$ cat config.mk
export PLATFORM = sky130hd
export DESIGN_NAME = prog_sequencer
export DESIGN_NICKNAME = d
export VERILOG_FILES = /design/src/rtl/prog_sequencer.sv
export SDC_FILE = /design/constraint.sdc
export NUM_CORES = 1
export LEC_CHECK = 0
export BUFFER_PORTS_ARGS = -buffer_cell sky130_fd_sc_hd__buf_2
export CAP_MARGIN = 25
export CORE_MARGIN = 2
export CORE_UTILIZATION = 38
export DETAILED_ROUTE_END_ITERATION = 8
export PLACE_DENSITY_LB_ADDON = 0.08
export SYNTH_ARGS = -nofsm -noshare
export SYNTH_HDL_FRONTEND = slang
export SYNTH_SLANG_ARGS = --single-unit
$ cat constraint.sdc
create_clock -name clk -period 2.7 [get_ports clk]
set_input_delay 0.135 -clock clk [delete_from_list [all_inputs] [get_ports clk]]
set_output_delay 0.135 -clock clk [all_outputs]
set_load 0.01 [all_outputs]
$ cat src/rtl/prog_sequencer.sv
// Program loader and run supervisor: streams words into instruction memory, then pulses
// CPU start and times the run. Define PROG_SEQ_PAD_HALT_EN to append HALT_WORD after a load.
module prog_sequencer #(
    parameter int IW = 9,
    parameter int AW = 8,
    parameter int CW = 16,
    parameter int TIMEOUT = 1000,
    parameter logic [IW-1:0] HALT_WORD = IW'(9'h1FF)
) (
    input  logic          clk,
    input  logic          start,
    input  logic          ld_valid,
    input  logic [IW-1:0] ld_data,
    input  logic          ld_last,
    output logic          ld_ready,
    input  logic          go,
    output logic          im_we,
    output logic [AW-1:0] im_addr,
    output logic [IW-1:0] im_wdata,
    output logic          cpu_start,
    input  logic          cpu_done,
    output logic          busy,
    output logic          pass,
    output logic          tmo,
    output logic          ovf,
    output logic [AW:0]   prog_len,
    output logic [CW-1:0] cycles
);
`ifdef PROG_SEQ_PAD_HALT_EN
    typedef enum logic [2:0] {S_IDLE, S_LOAD, S_PAD, S_RUN, S_FIN} state_t;
`else
    typedef enum logic [2:0] {S_IDLE, S_LOAD, S_RUN, S_FIN} state_t;
`endif

    localparam logic [AW:0] DEPTH = {1'b1, {AW{1'b0}}};

    state_t        state;
    state_t        last_state;
    logic [CW-1:0] cnt;
    logic [CW-1:0] cnt_inc;
    logic [AW:0]   wr_idx;
    logic [AW:0]   len_nxt;
    logic          hs;
    logic          room;

    assign ld_ready = !start && (state == S_IDLE || state == S_LOAD || state == S_FIN);
    assign hs       = ld_valid && ld_ready;
    assign busy     = !(state == S_IDLE || state == S_FIN);
    assign cnt_inc  = cnt + 1'b1;

    // A handshake outside LOAD always starts a fresh program at index 0.
    assign wr_idx  = (state == S_LOAD) ? prog_len : '0;
    assign room    = wr_idx < DEPTH;
    assign len_nxt = room ? wr_idx + 1'b1 : wr_idx;

`ifdef PROG_SEQ_PAD_HALT_EN
    assign last_state = (len_nxt < DEPTH) ? S_PAD : S_IDLE;
`else
    assign last_state = S_IDLE;
`endif

    always_ff @(posedge clk) begin
        if (start) begin
            state     <= S_IDLE;
            cpu_start <= 1'b1;
            im_we     <= 1'b0;
            im_addr   <= '0;
            im_wdata  <= '0;
            pass      <= 1'b0;
            tmo       <= 1'b0;
            ovf       <= 1'b0;
            prog_len  <= '0;
            cycles    <= '0;
            cnt       <= '0;
        end else begin
            im_we <= 1'b0;
            if (hs) begin
                if (state != S_LOAD) begin
                    pass <= 1'b0;
                    tmo  <= 1'b0;
                    ovf  <= 1'b0;
                end
                if (room) begin
                    im_we    <= 1'b1;
                    im_addr  <= wr_idx[AW-1:0];
                    im_wdata <= ld_data;
                end else begin
                    ovf <= 1'b1;
                end
                prog_len <= len_nxt;
                state    <= ld_last ? last_state : S_LOAD;
            end else begin
                case (state)
                    S_IDLE, S_FIN: begin
                        if (go) begin
                            state  <= S_RUN;
                            cnt    <= '0;
                            cycles <= '0;
                            pass   <= 1'b0;
                            tmo    <= 1'b0;
                        end
                    end
`ifdef PROG_SEQ_PAD_HALT_EN
                    S_PAD: begin
                        im_we    <= 1'b1;
                        im_addr  <= prog_len[AW-1:0];
                        im_wdata <= HALT_WORD;
                        state    <= S_IDLE;
                    end
`endif
                    // cpu_start doubles as the entry-cycle marker; done is ignored there.
                    S_RUN: begin
                        if (cpu_start) begin
                            cpu_start <= 1'b0;
                        end else if (cpu_done || cnt_inc == CW'(TIMEOUT)) begin
                            cycles    <= cnt_inc;
                            pass      <= cpu_done;
                            tmo       <= !cpu_done;
                            cpu_start <= 1'b1;
                            state     <= S_FIN;
                        end else begin
                            cnt <= cnt_inc;
                        end
                    end
                    default: ;
                endcase
            end
        end
    end
endmodule
Word-level counts from Yosys, hierarchy flattened
Cells that the tools add are included.
- flip-flop bits (word level): 66
- bits in latches: 0
- bits in writable memories: 0
- memory bits (read-only): 0
- input bits: 15
- output and inout bits: 49
- word-level logic and storage cells: 79
- memories kept: 0
- add/subtract/negate cells: 2
- $mul: 0
- div/mod/pow operators: 0
- order comparisons: 1
- eq/ne operators: 14
- shift operators: 0
- mux-type cells: 29
- bitwise gates (word level): 1
- reduce and logical (&&, ||, !) cells: 21
- operator list (cell ; number):
    16-bit 2-to-1 mux ; 5
    16-bit one-hot mux with 2 select lines ; 2
    9-bit 2-to-1 mux ; 2
    16-bit by 1-bit adder with 16-bit output (second input constant) ; 1
    16-bit by 10-bit equality test with 1-bit output (second input constant) ; 1
    5-bit AND reduction ; 3
    1-bit 2-to-1 mux ; 13
    3-bit 2-to-1 mux ; 4
    9-bit by 1-bit adder with 9-bit output (second input constant) ; 1
    9-bit less-than comparator (second input constant) ; 1
    3-bit inequality test (second input constant) ; 3
    2-bit inequality test (second input constant) ; 4
    3-bit by 2-bit equality test with 1-bit output (second input constant) ; 2
    3-bit one-hot mux with 2 select lines ; 1
    2-bit AND reduction ; 3
    1-bit logical OR ; 4
    2-bit by 1-bit inequality test with 1-bit output (second input constant) ; 2
    1-bit one-hot mux with 2 select lines ; 2
    4-bit AND reduction ; 1
    2-bit OR reduction ; 2
    3-bit by 1-bit equality test with 1-bit output (second input constant) ; 1
    1-bit zero test ; 3
    3-bit zero test ; 1
    3-bit by 1-bit inequality test with 1-bit output (second input constant) ; 1
    other kinds (4) ; 5

Depth between registers and ports, before layout
- depth after elaboration: 7
- gate-level depth with buffers: 10
- gate-level depth less buffers: 9

Least setup slack after synthesis
OpenSTA, ideal clock, no wires.
- kind: register to register
- from: register cnt[1]
- to: register cycles[1]
- setup time: 0.121 ns
- arrival: 2.368 ns
- data required time: 2.579 ns
- path slack: 0.211 ns
- stages on the path, launching flop included: 9
- buffers on the path: 1
- period minus slack after synthesis: 2.489 ns
- cell sequence: dfxtp_1 ha_1 nand3_1 nor4_4 mux2i_1 nand4_1 o31a_1 buf_6 mux2_4
- word-level cells in the longest chain between the ends: 5
- elaborated cells between the ends (all ways): 8
- those cells by class: add/sub (1); eq/ne (2); mux (3); reduce/logical (2)
- RTL lines (item ; line ; source):
    start, declared ; 39 ; logic [CW-1:0] cnt;
    start signal, assigned ; 122 ; cnt <= cnt_inc;
    16-bit by 1-bit adder with 16-bit output (*) ; 49 ; assign cnt_inc = cnt + 1'b1;
    16-bit by 10-bit equality test with 1-bit output ; 115 ; end else if (cpu_done || cnt_inc == CW'(TIMEOUT)) begin
    1-bit logical OR ; 115 ;
    2-bit inequality test (no line) ; -- ;
    5-bit AND reduction (no line) ; -- ;
    end signal, assigned ; 116 ; cycles <= cnt_inc;
    end, declared ; 27 ; output logic [CW-1:0] cycles
Mark *: on every way between the ends. The rest lies on a longest branch, timed or not. The select of a mux whose other input is x is not followed.
A chain may end at the register's enable or synchronous reset.

Worst setup path in the final report
- from: register cnt[0]
- to: register cycles[15]
The elaborated chain is that of the path after synthesis.

==> results_dict.tcl <==
set metrics [dict create \
    status "finished, final reports clean" \
    grt_use_total_pct 18.0 \
    combPwrFrac_pct 25.3 \
    crit_chain "ha_1 -> a21boi_0 -> a31oi_1 -> o32ai_1 -> nand4_1 -> o31a_1 -> buf_12 -> mux2i_1" \
    final_cell_mix "nand2_1 (73), dfxtp_1 (65), buf_2 (63)" \
    cpPeakStageDelay_ns 0.37 \
    place_ws_ns 0.323 \
    first_pass_iters 5 \
    worstSetupEndpointType "flop" \
    ys_ff_latch 65 \
    seqPwrFrac_pct 40.0 \
    dieArea_um2 9540 \
    pwr-share-clk_pct 34.8 \
    diodes 0 \
    routabilityCongestion 0.855 \
    grt_pass1_vias 2866 \
    critPathLaunchType "flop" \
    grt_pass1_wl_um 13900 \
    syn_nets 422 \
    cpLargestDelayFamily "compound AO/OA/AOI/OAI gates" \
    grt_antenna_before_repair 0 \
    clock_latency_ns 0.34 \
    rsz0062_at_grt "no" \
    internal_power_mw 1.74 \
    vias 3043 \
    timing.hold.ws_ns 0.0213 \
    hold_viol 0 \
    holdBufCountCts 0 \
    leakage_nw 1.77 \
    fill_cells 912 \
    dp.cells 569 \
    start_util_pct 38.6 \
    cts_buffers 9 \
    root_buffer "clkbuf_8" \
    fin_util_pct 46.7 \
    cp_max_fo 15 \
    placed_area_um2 3820 \
    syn_to_final_growth_pct 20.9 \
    crit_arrival_ns 2.63 \
    min_path_type "in2reg" \
    slew_headroom_pct 62.6 \
    port_buffers 63 \
    crit_required_ns 2.93 \
    clock_skew_ns 0.00829 \
    fin_crit_ns 2.39 \
    drc 0 \
    num_rows 34 \
    worst_slack_ns 0.306 \
    finalNonFillerCells 585 \
    syn-cell-area_um2 3340 \
    criticalPathCategory "reg2reg" \
    max_freq_ghz 0.418 \
    final_cell_area_um2 4030 \
    routed_via_density 5.20 \
    io_pins 64 \
    drive_above_1_share_pct 23.5 \
    peakVddDrop_v 0.000289 \
    ys_types 59 \
    finalSetupViolations 0 \
    clockBufferDepth 2 \
    drt_iter0_markers 86 \
    grt_max_degree 29 \
    switchingPower_mw 0.835 \
    tns_ns 0 \
    nets 492 \
    syn_inst 402 \
    clk_pin_slew_ns 0.08 \
    core_area_um2 8640 \
    grt-ovfl-total 0 \
    min_period_over_period_pct 88.7 \
    power_mw 2.57 \
    cts_resized 0 \
    netSwitchingFraction_pct 32.5 \
    avgSynthCellArea_um2 8.30 \
    yosysSeqAreaShare_pct 39.0 \
    cts_tree "built" \
    worst-path-buf-inv 1 \
    wirelength_um 8440 \
    power.density_nw_per_um2 638 \
    yosysWarnings 0 \
    wire_per_inst_um 14.4 \
    cts_setup_buffers 0 \
    final_common_cell "nand2_1" \
    drv_cap 0 \
    async_flop_share_pct 0 \
    final_max_slew_viol_count 0 \
    synth-edff-count 0 \
    r2r_slack_ns 0.31 \
    ant_nets 0 \
    die_h_um 97.7 \
    worst_pin_slew_ns 0.559 \
    cts_max_level 3 \
    cts.sinks 65 \
    synthFlopType "dfxtp_1" \
    hpwl_um 6160 \
    cp_slowest_cell "o31a_1" \
    die_w_um 97.7 \
]
==> power by group through the flow <==
stage                     registers, mW  clock network [mW]  logic [mW]
after floorplan                    1.06                   0       0.457
after global placement             1.05                   0       0.656
after detailed placement           1.05                   0       0.654
after CTS                          1.03               0.921       0.659
after global routing               1.04               0.960       0.722
final                              1.03               0.894       0.650
==> worst min-delay path, stage by stage <==
cell and delay (ns):
buf_2 0.09, nand2_1 0.04, a21oi_1 0.05
==> synthesized netlist by cell type (3+ instances only) <==
library cell	count	area (µm²)
nand4_1	3	18.8
xor2_1	4	35.0
nor2_1	36	135
nand2b_1	6	37.5
and3_1	5	31.3
a31oi_1	4	25.0
o21ai_0	16	80.1
clkbuf_1	12	45.0
mux2i_1	19	190
a22o_1	7	61.3
and2_1	4	25.0
nor2b_1	8	50.1
nor3_1	13	65.1
a22oi_1	8	60.1
dfxtp_1	65	1300
nand3_1	9	45.0
o211ai_1	4	30.0
a21oi_1	27	135
xnor2_1	10	87.6
ha_1	5	62.6
buf_2	5	25.0
a32o_1	3	30.0
a211oi_1	3	22.5
inv_1	10	37.5
nand2_1	73	274
==> flip-flops by register name, indices dropped and copies added (netlist names) <==
register and cells:
tmo 1, ovf 1, pass 1, cnt 16, cpu_start 1, state 2, im_wdata 9, im_addr 8
im_we 1, cycles 16, prog_len 9
==> routing by layer <==
metal,global-route usage (%),vias up,routed length [µm],share of wire [%]
met1,22.4,1425,3930,47
met4,5.45,0,106,1.3
met2,30.6,55,4040,48
li1,-,1554,-,-
met5,0,-,0,0
met3,4.46,9,358,4.2
==> cell families after synthesis <==
| kind of cell | Yosys count | synth area share (%) |
|---|---|---|
| simple gates | 174 | 25.9 |
| flops | 65 | 39.0 |
| xor+xnor | 14 | 3.68 |
| compound gates | 91 | 18.7 |
| mux | 20 | 6.15 |
| buf+inv | 33 | 4.69 |
| fa+ha+maj | 5 | 1.88 |
==> path summary, 6_finish.rpt <==
kind,endpoint,cells past startpoint,start
worst max-delay path,cycles[15]$_SDFFE_PP0P_,8,cnt[0]$_SDFFE_PP0P_
worst min-delay path,im_wdata[2]$_SDFFE_PP0P_,3,ld_data[2]
worst max register to register,cycles[15]$_SDFFE_PP0P_,8,cnt[0]$_SDFFE_PP0P_
worst min register to register,im_wdata[1]$_SDFFE_PP0P_,2,im_wdata[1]$_SDFFE_PP0P_
==> area by class of cell <==
type                    count  area (µm²)  area share [%]
clock buffers              11         151            3.75
clock inverters             5        62.6            1.55
inverters                  11        41.3            1.02
multi-input cells         304        1880            46.6
flip-flops and latches     65        1300            32.3
well taps                 108         135            3.35
repair buffers             81         463            11.5
Power figures use the tool's default switching activity.
